`config.mk`:
```
export PLATFORM = sky130hd
export DESIGN_NAME = sha_msg_padder
export DESIGN_NICKNAME = d
export VERILOG_FILES = /design/src/rtl/sha_msg_padder.sv
export SDC_FILE = /design/constraint.sdc
export NUM_CORES = 1
export LEC_CHECK = 0
export ABC_AREA = 1
export BUFFER_PORTS_ARGS = -buffer_cell sky130_fd_sc_hd__buf_2
export CORE_MARGIN = 2
export CORE_UTILIZATION = 40
export CTS_BUF_LIST = sky130_fd_sc_hd__clkbuf_4
export DETAILED_ROUTE_END_ITERATION = 10
export PLACE_DENSITY = 0.63
export SYNTH_ARGS = -nofsm -noshare
export SYNTH_HDL_FRONTEND = slang
export SYNTH_SLANG_ARGS = --single-unit
```
`constraint.sdc`:
```
create_clock -name clk -period 3.61 [get_ports clk]
set_input_delay 0.722 -clock clk [delete_from_list [all_inputs] [get_ports clk]]
set_output_delay 0.722 -clock clk [all_outputs]
set_load 0.005 [all_outputs]
```
`src/rtl/sha_msg_padder.sv`:
```
// sha_msg_padder: front-end sequencer for a SHA-256 compression core.
// Collects message bytes into 512-bit blocks, appends 0x80 / zero fill / 64-bit
// big-endian bit length, and hands each block to the core over valid/ready.
//
// Ports:
//   clk        rising-edge clock
//   reset      asynchronous active-low reset
//   in_data    message byte
//   in_valid   in_data valid
//   in_last    in_data is the final message byte
//   in_ready   byte accepted when in_valid & in_ready at the clock edge
//   blk_data   block, byte 0 at [511:504], byte 63 at [7:0]
//   blk_valid  block valid; data and flags stable while high
//   blk_ready  core accepts block when blk_valid & blk_ready at the clock edge
//   blk_first  block is the first of its message
//   blk_last   block is the final one (carries the length field)
//   busy       high from first accepted byte until the final block is accepted
module sha_msg_padder #(
    parameter int unsigned CNT_W = 61
) (
    input  logic           clk,
    input  logic           reset,
    input  logic [7:0]     in_data,
    input  logic           in_valid,
    input  logic           in_last,
    output logic           in_ready,
    output logic [511:0]   blk_data,
    output logic           blk_valid,
    input  logic           blk_ready,
    output logic           blk_first,
    output logic           blk_last,
    output logic           busy
);

    localparam int unsigned BLK_BYTES = 64;
    localparam int unsigned IDX_W     = 7;

    typedef enum logic [2:0] {
        FILL  = 3'd0,
        PAD80 = 3'd1,
        ZERO  = 3'd2,
        LEN   = 3'd3,
        EMIT  = 3'd4
    } state_t;

    state_t             state;
    logic [IDX_W-1:0]   idx;
    logic [CNT_W-1:0]   cnt;
    logic [7:0]         mem [BLK_BYTES];
    logic               first_f;
    logic               pad_pend;   // message filled a block exactly at last byte; 0x80 goes in next block
    logic               final_f;
    logic               pad_act;    // 0x80 written, length not yet written
    logic               len_ok;     // current block has room for the length field

    logic [63:0]        bitlen;
    logic [7:0]         len_byte;

    assign bitlen   = 64'({cnt, 3'b000});
    // ~idx[2:0] == 7 - (idx - 56) for idx in 56..63, selecting MSB byte first
    assign len_byte = 8'(bitlen >> {~idx[2:0], 3'b000});

    // Flatten buffer onto the block bus, byte 0 in the most significant lane
    always_comb begin
        blk_data = '0;
        for (int i = 0; i < 64; i++) begin
            blk_data[511-8*i -: 8] = mem[i];
        end
    end

    // Sequencer with registered handshake outputs
    always_ff @(posedge clk or negedge reset) begin
        if (!reset) begin
            state     <= FILL;
            idx       <= '0;
            cnt       <= '0;
            first_f   <= 1'b1;
            pad_pend  <= 1'b0;
            final_f   <= 1'b0;
            pad_act   <= 1'b0;
            len_ok    <= 1'b0;
            in_ready  <= 1'b1;
            blk_valid <= 1'b0;
            blk_first <= 1'b0;
            blk_last  <= 1'b0;
            busy      <= 1'b0;
            for (int i = 0; i < 64; i++) begin
                mem[i] <= '0;
            end
        end else begin
            case (state)
                FILL: begin
                    if (in_valid) begin
                        mem[idx[5:0]] <= in_data;
                        idx           <= idx + 7'd1;
                        cnt           <= cnt + CNT_W'(1);
                        busy          <= 1'b1;
                        if (idx == 7'd63) begin
                            pad_pend  <= in_last;
                            final_f   <= 1'b0;
                            state     <= EMIT;
                            in_ready  <= 1'b0;
                            blk_valid <= 1'b1;
                            blk_first <= first_f;
                            blk_last  <= 1'b0;
                        end else if (in_last) begin
                            state    <= PAD80;
                            in_ready <= 1'b0;
                        end
                    end
                end

                PAD80: begin
                    mem[idx[5:0]] <= 8'h80;
                    idx           <= idx + 7'd1;
                    pad_act       <= 1'b1;
                    len_ok        <= (idx <= 7'd55);
                    if (idx == 7'd63) begin
                        final_f   <= 1'b0;
                        state     <= EMIT;
                        blk_valid <= 1'b1;
                        blk_first <= first_f;
                        blk_last  <= 1'b0;
                    end else begin
                        state <= ZERO;
                    end
                end

                ZERO: begin
                    if (len_ok && idx == 7'd56) begin
                        state <= LEN;
                    end else begin
                        mem[idx[5:0]] <= 8'h00;
                        idx           <= idx + 7'd1;
                        if (idx == 7'd63) begin
                            final_f   <= 1'b0;
                            state     <= EMIT;
                            blk_valid <= 1'b1;
                            blk_first <= first_f;
                            blk_last  <= 1'b0;
                        end
                    end
                end

                LEN: begin
                    mem[idx[5:0]] <= len_byte;
                    idx           <= idx + 7'd1;
                    if (idx == 7'd63) begin
                        final_f   <= 1'b1;
                        state     <= EMIT;
                        blk_valid <= 1'b1;
                        blk_first <= first_f;
                        blk_last  <= 1'b1;
                    end
                end

                EMIT: begin
                    if (blk_ready) begin
                        blk_valid <= 1'b0;
                        blk_first <= 1'b0;
                        blk_last  <= 1'b0;
                        idx       <= '0;
                        first_f   <= 1'b0;
                        if (final_f) begin
                            state    <= FILL;
                            in_ready <= 1'b1;
                            cnt      <= '0;
                            first_f  <= 1'b1;
                            busy     <= 1'b0;
                            final_f  <= 1'b0;
                            pad_act  <= 1'b0;
                            len_ok   <= 1'b0;
                        end else if (pad_pend) begin
                            state    <= PAD80;
                            pad_pend <= 1'b0;
                        end else if (pad_act) begin
                            // overflow block: always room for the length now
                            state  <= ZERO;
                            len_ok <= 1'b1;
                        end else begin
                            state    <= FILL;
                            in_ready <= 1'b1;
                        end
                    end
                end

                default: begin
                    state    <= FILL;
                    in_ready <= 1'b1;
                end
            endcase
        end
    end

endmodule

```
==> PnR_summary.wiki <==
{| class="wikitable"
! Metric !! Value
|-
| Site Rows || 94
|-
| Met3 wirelength from detailed routing || roughly 9.3 mm
|-
| Final TNS setup || 0 ns
|-
| Number of clock sinks || 592
|-
| Number of DRC violations after detailed routing || 0
|-
| Wire length of the first global-routing pass || around 150 mm
|-
| Vias || between 20000 and 30000
|-
| GRT Util Overall || between 20 and 30%
|-
| Post-route minimum period || ~3.2 ns
|-
| Share of the clock period used by the worst path after layout || 88.3%
|-
| Count of mapped cells out of synthesis || 3300
|-
| Register clock-pin slew on the reported worst setup and hold paths || ~0.070 ns
|-
| Post-DRT Antenna Nets || 0
|-
| Routed WL || about 100 mm
|-
| Net count of the finished layout || between 3000 and 4000
|-
| Signed area change from the synthesized netlist to the final layout || 22.5%
|-
| Max rail drop VDD || between 0.3 and 0.4 mV
|-
| Clock tree from TritonCTS || done
|-
| Starting utilization of the core area || 40.4%
|-
| Unrepaired setup endpoints after global routing || false
|-
| Vertical die dimension || about 260 microns
|-
| Capturing element type of the critical path || flop
|-
| Largest net degree at the start of global routing || 110
|-
| Worst EP arrival || a little over 4 ns
|-
| Post-synth ARST share || 100%
|-
| Number of register bits inferred by synthesis || just under 600
|-
| Post-synthesis instance area || 26500 sq um
|-
| Number of synthesized flops with an enable pin || 0
|-
| Number of setup violations in the final report || 0
|-
| Worst clock skew on the final layout || 0.108 ns
|-
| Final hold violations || 0
|-
| Result of the run || completed
|-
| Mean Syn Cell Area || about 8.0 sq um
|-
| Critical path fanouts, max || 16
|-
| Number of H-tree levels || 4
|-
| Metal-1 WL || between 40 and 50 mm
|-
| Highest routed layer || met4
|-
| Number of design-rule violations left by the first detailed-router iteration || between 2000 and 2500
|-
| Count of max-cap constraint violations || 0
|-
| Area inside the core boundary || 65600 sq um
|-
| Proportion of layout cells with a drive suffix above 1 || a little under a quarter
|-
| Placed Cells || 4645
|-
| Max frequency || approximately 0.31 GHz
|-
| Worst Setup Start Kind || flop
|-
| Most used standard cells in the synthesized netlist || 1431 x nand2_1, 590 x dfrtp_1, 229 x o21ai_0
|-
| Buffer count from post-CTS setup fixing || 0
|-
| Area of the die || 68300 sq um
|-
| Worst-margin pin slew || roughly 1.3 ns
|-
| Drt first pass iters || 6
|-
| Most common flop cell mapped by yosys || dfrtp_1
|-
| Category of the critical setup timing path || flop to flop
|-
| Post-layout instance count excluding filler cells || just under 5000
|-
| Vias in the first global route || about 25000
|-
| Post-DP HPWL || 71.1 mm
|-
| Avg Vias per Cell || 5.15
|-
| Biggest area contributors in the synthesized netlist || dfrtp_1 56%, nand2_1 20%, o21ai_0 4.3%
|-
| Number of antenna violations at the first check in global routing || 1
|-
| Power density normalized to cell area || just over 800 nW/um^2
|-
| Placer congestion estimate || around 1
|-
| Count of boundary I/O pins || 530
|-
| CTS Buf Count || 160
|-
| Syn. warnings || 0
|-
| Hold/Removal Path Class || primary input to flop
|-
| Gr ovfl total || 0
|-
| Root cell of the clock tree || clkbuf_4
|-
| Cell accounting for the most synthesized area || dfrtp_1
|-
| Static power due to leakage || around 18 nW
|-
| Maximum number of buffers from clock root to sink || 3
|-
| Wire length per cell after detailed routing || between 20 and 25 microns
|-
| Net Count, Synth || 3316
|-
| Tightest slew margin relative to the limit || roughly an eighth
|-
| Port-buffer cells || between 500 and 600
|-
| Area share of the largest cell type after synthesis || between 50 and 60%
|-
| Met2 wire length || 46.3 mm
|-
| Worst Path Required || about 4.5 ns
|-
| Yosys cell types || 48
|-
| Latest clock arrival within the worst-skew pair || between 1 and 1.5 ns
|-
| Fraction of the yosys area taken by sequential cells || between 50% and 60%
|-
| Die width || approximately 260 microns
|-
| Most instantiated library cell after synthesis || nand2_1
|-
| Number of slew-limit violations in the final report || 0
|}
## power by group
group / total [W] / leakage, nW / internal [W] / switching [W]
Sequential: 0.0102 / 7.96 / 0.00881 / 0.00137
Combinational: 0.00997 / 8.82 / 0.00329 / 0.00668
Clock: 0.00607 / 1.18 / 0.00299 / 0.00308
Total: 0.0262 / 18.0 / 0.0151 / 0.0111
## logic make-up (layout without fill, tap and decap cells)
family / count (synthesis) / after routing / synth area share, %
flip-flops: 592 / 592 / 55.9
XOR/XNOR: 19 / 19 / 0.628
adder cells (fa/ha/maj): 3 / 3 / 0.142
AO/OA/AOI/OAI: 437 / 437 / 8.76
buffers and inverters: 373 / 1137 / 5.73
AND/OR/NAND/NOR: 1876 / 1876 / 28.8
other: 0 / 5 / 0
## per-stage QoR
step                area [sq um]  utilization, %  hold WS, ns  power [W]  worst slack [ns]
floorplan                  26500               -        0.426     0.0148              1.33
global route               32500            49.5        0.116     0.0279             0.208
detailed placement         30400            46.3        0.454     0.0201             0.222
global placement           30400            46.3        0.451     0.0201             0.273
finish                     32500            49.5        0.130     0.0262             0.424
CTS                        32500            49.5       0.0389     0.0263             0.319
## layout make-up
cell class | count | area (sq um)
timing repair buffer | 591 | 3310
clock inverter | 47 | 279
sequential | 592 | 14800
multi-input combinational | 2335 | 10200
antenna | 5 | 12.5
fill | 6576 | 33100
tap | 864 | 1080
inverter | 267 | 1000
clock buffer | 232 | 1740
## placed cells by master (no fill, tap or decap), types with 6 or more instances in the layout
cell type,netlist,layout
clkbuf_4,0,232
buf_4,4,44
buf_2,53,528
buf_12,0,14
nand3_1,107,107
nor2_1,183,183
dfrtp_1,590,590
o21ai_0,229,229
a21oi_1,58,58
nand2_1,1431,1430
or2_2,6,6
nand4_1,43,43
nor3_1,44,43
o21ai_1,82,80
o22ai_1,33,33
xor2_1,15,15
clkinv_1,3,33
nor2_2,14,13
nor2_4,22,23
inv_1,220,219
inv_2,44,45
or2_1,11,11
## repair_timing
| item | 4_1_cts | 5_1_grt |
|---|---|---|
| setup endpoints to repair | 0 | 1 |
| hold endpoints to repair | 58 | 0 |
| hold buffers | 4 | 0 |
| resized for setup | 0 | 2 |
## worst max-delay path: stages (launching register included)
cell and delay, ns:
dfrtp_1 0.39, inv_2 0.23, ha_1 0.20, nand2_1 0.05, nor3_1 0.24, nand3_2 0.22, nand2_4 0.24, buf_4 0.47
nor2_2 0.23, inv_2 0.27, nand2_1 0.10, or2_2 0.28, o21a_1 0.10
## metal layers
layer,up-vias,GRT usage [%]
met1,12183,39.8
met4,0,13.5
met2,1147,45.4
met3,252,8.34
met5,-,0
li1,11834,-
## final timing paths
| check | slack, ns | endpoint | cells after the start | from |
|---|---|---|---|---|
| worst max-delay path | 0.42 | flop | 12 | idx[0] |
| worst min-delay path | 0.13 | flop | 5 | in_data[5] |
| worst max register to register | 0.42 | flop | 12 | idx[0] |
| worst min register to register | 0.46 | busy | 2 | busy |
| max in group asynchronous | 2.25 | cnt[11] | 3 | reset |
| min in group asynchronous | 0.25 | asynchronous set/reset pin | 2 | reset |
(Power assumes the default switching activity.)
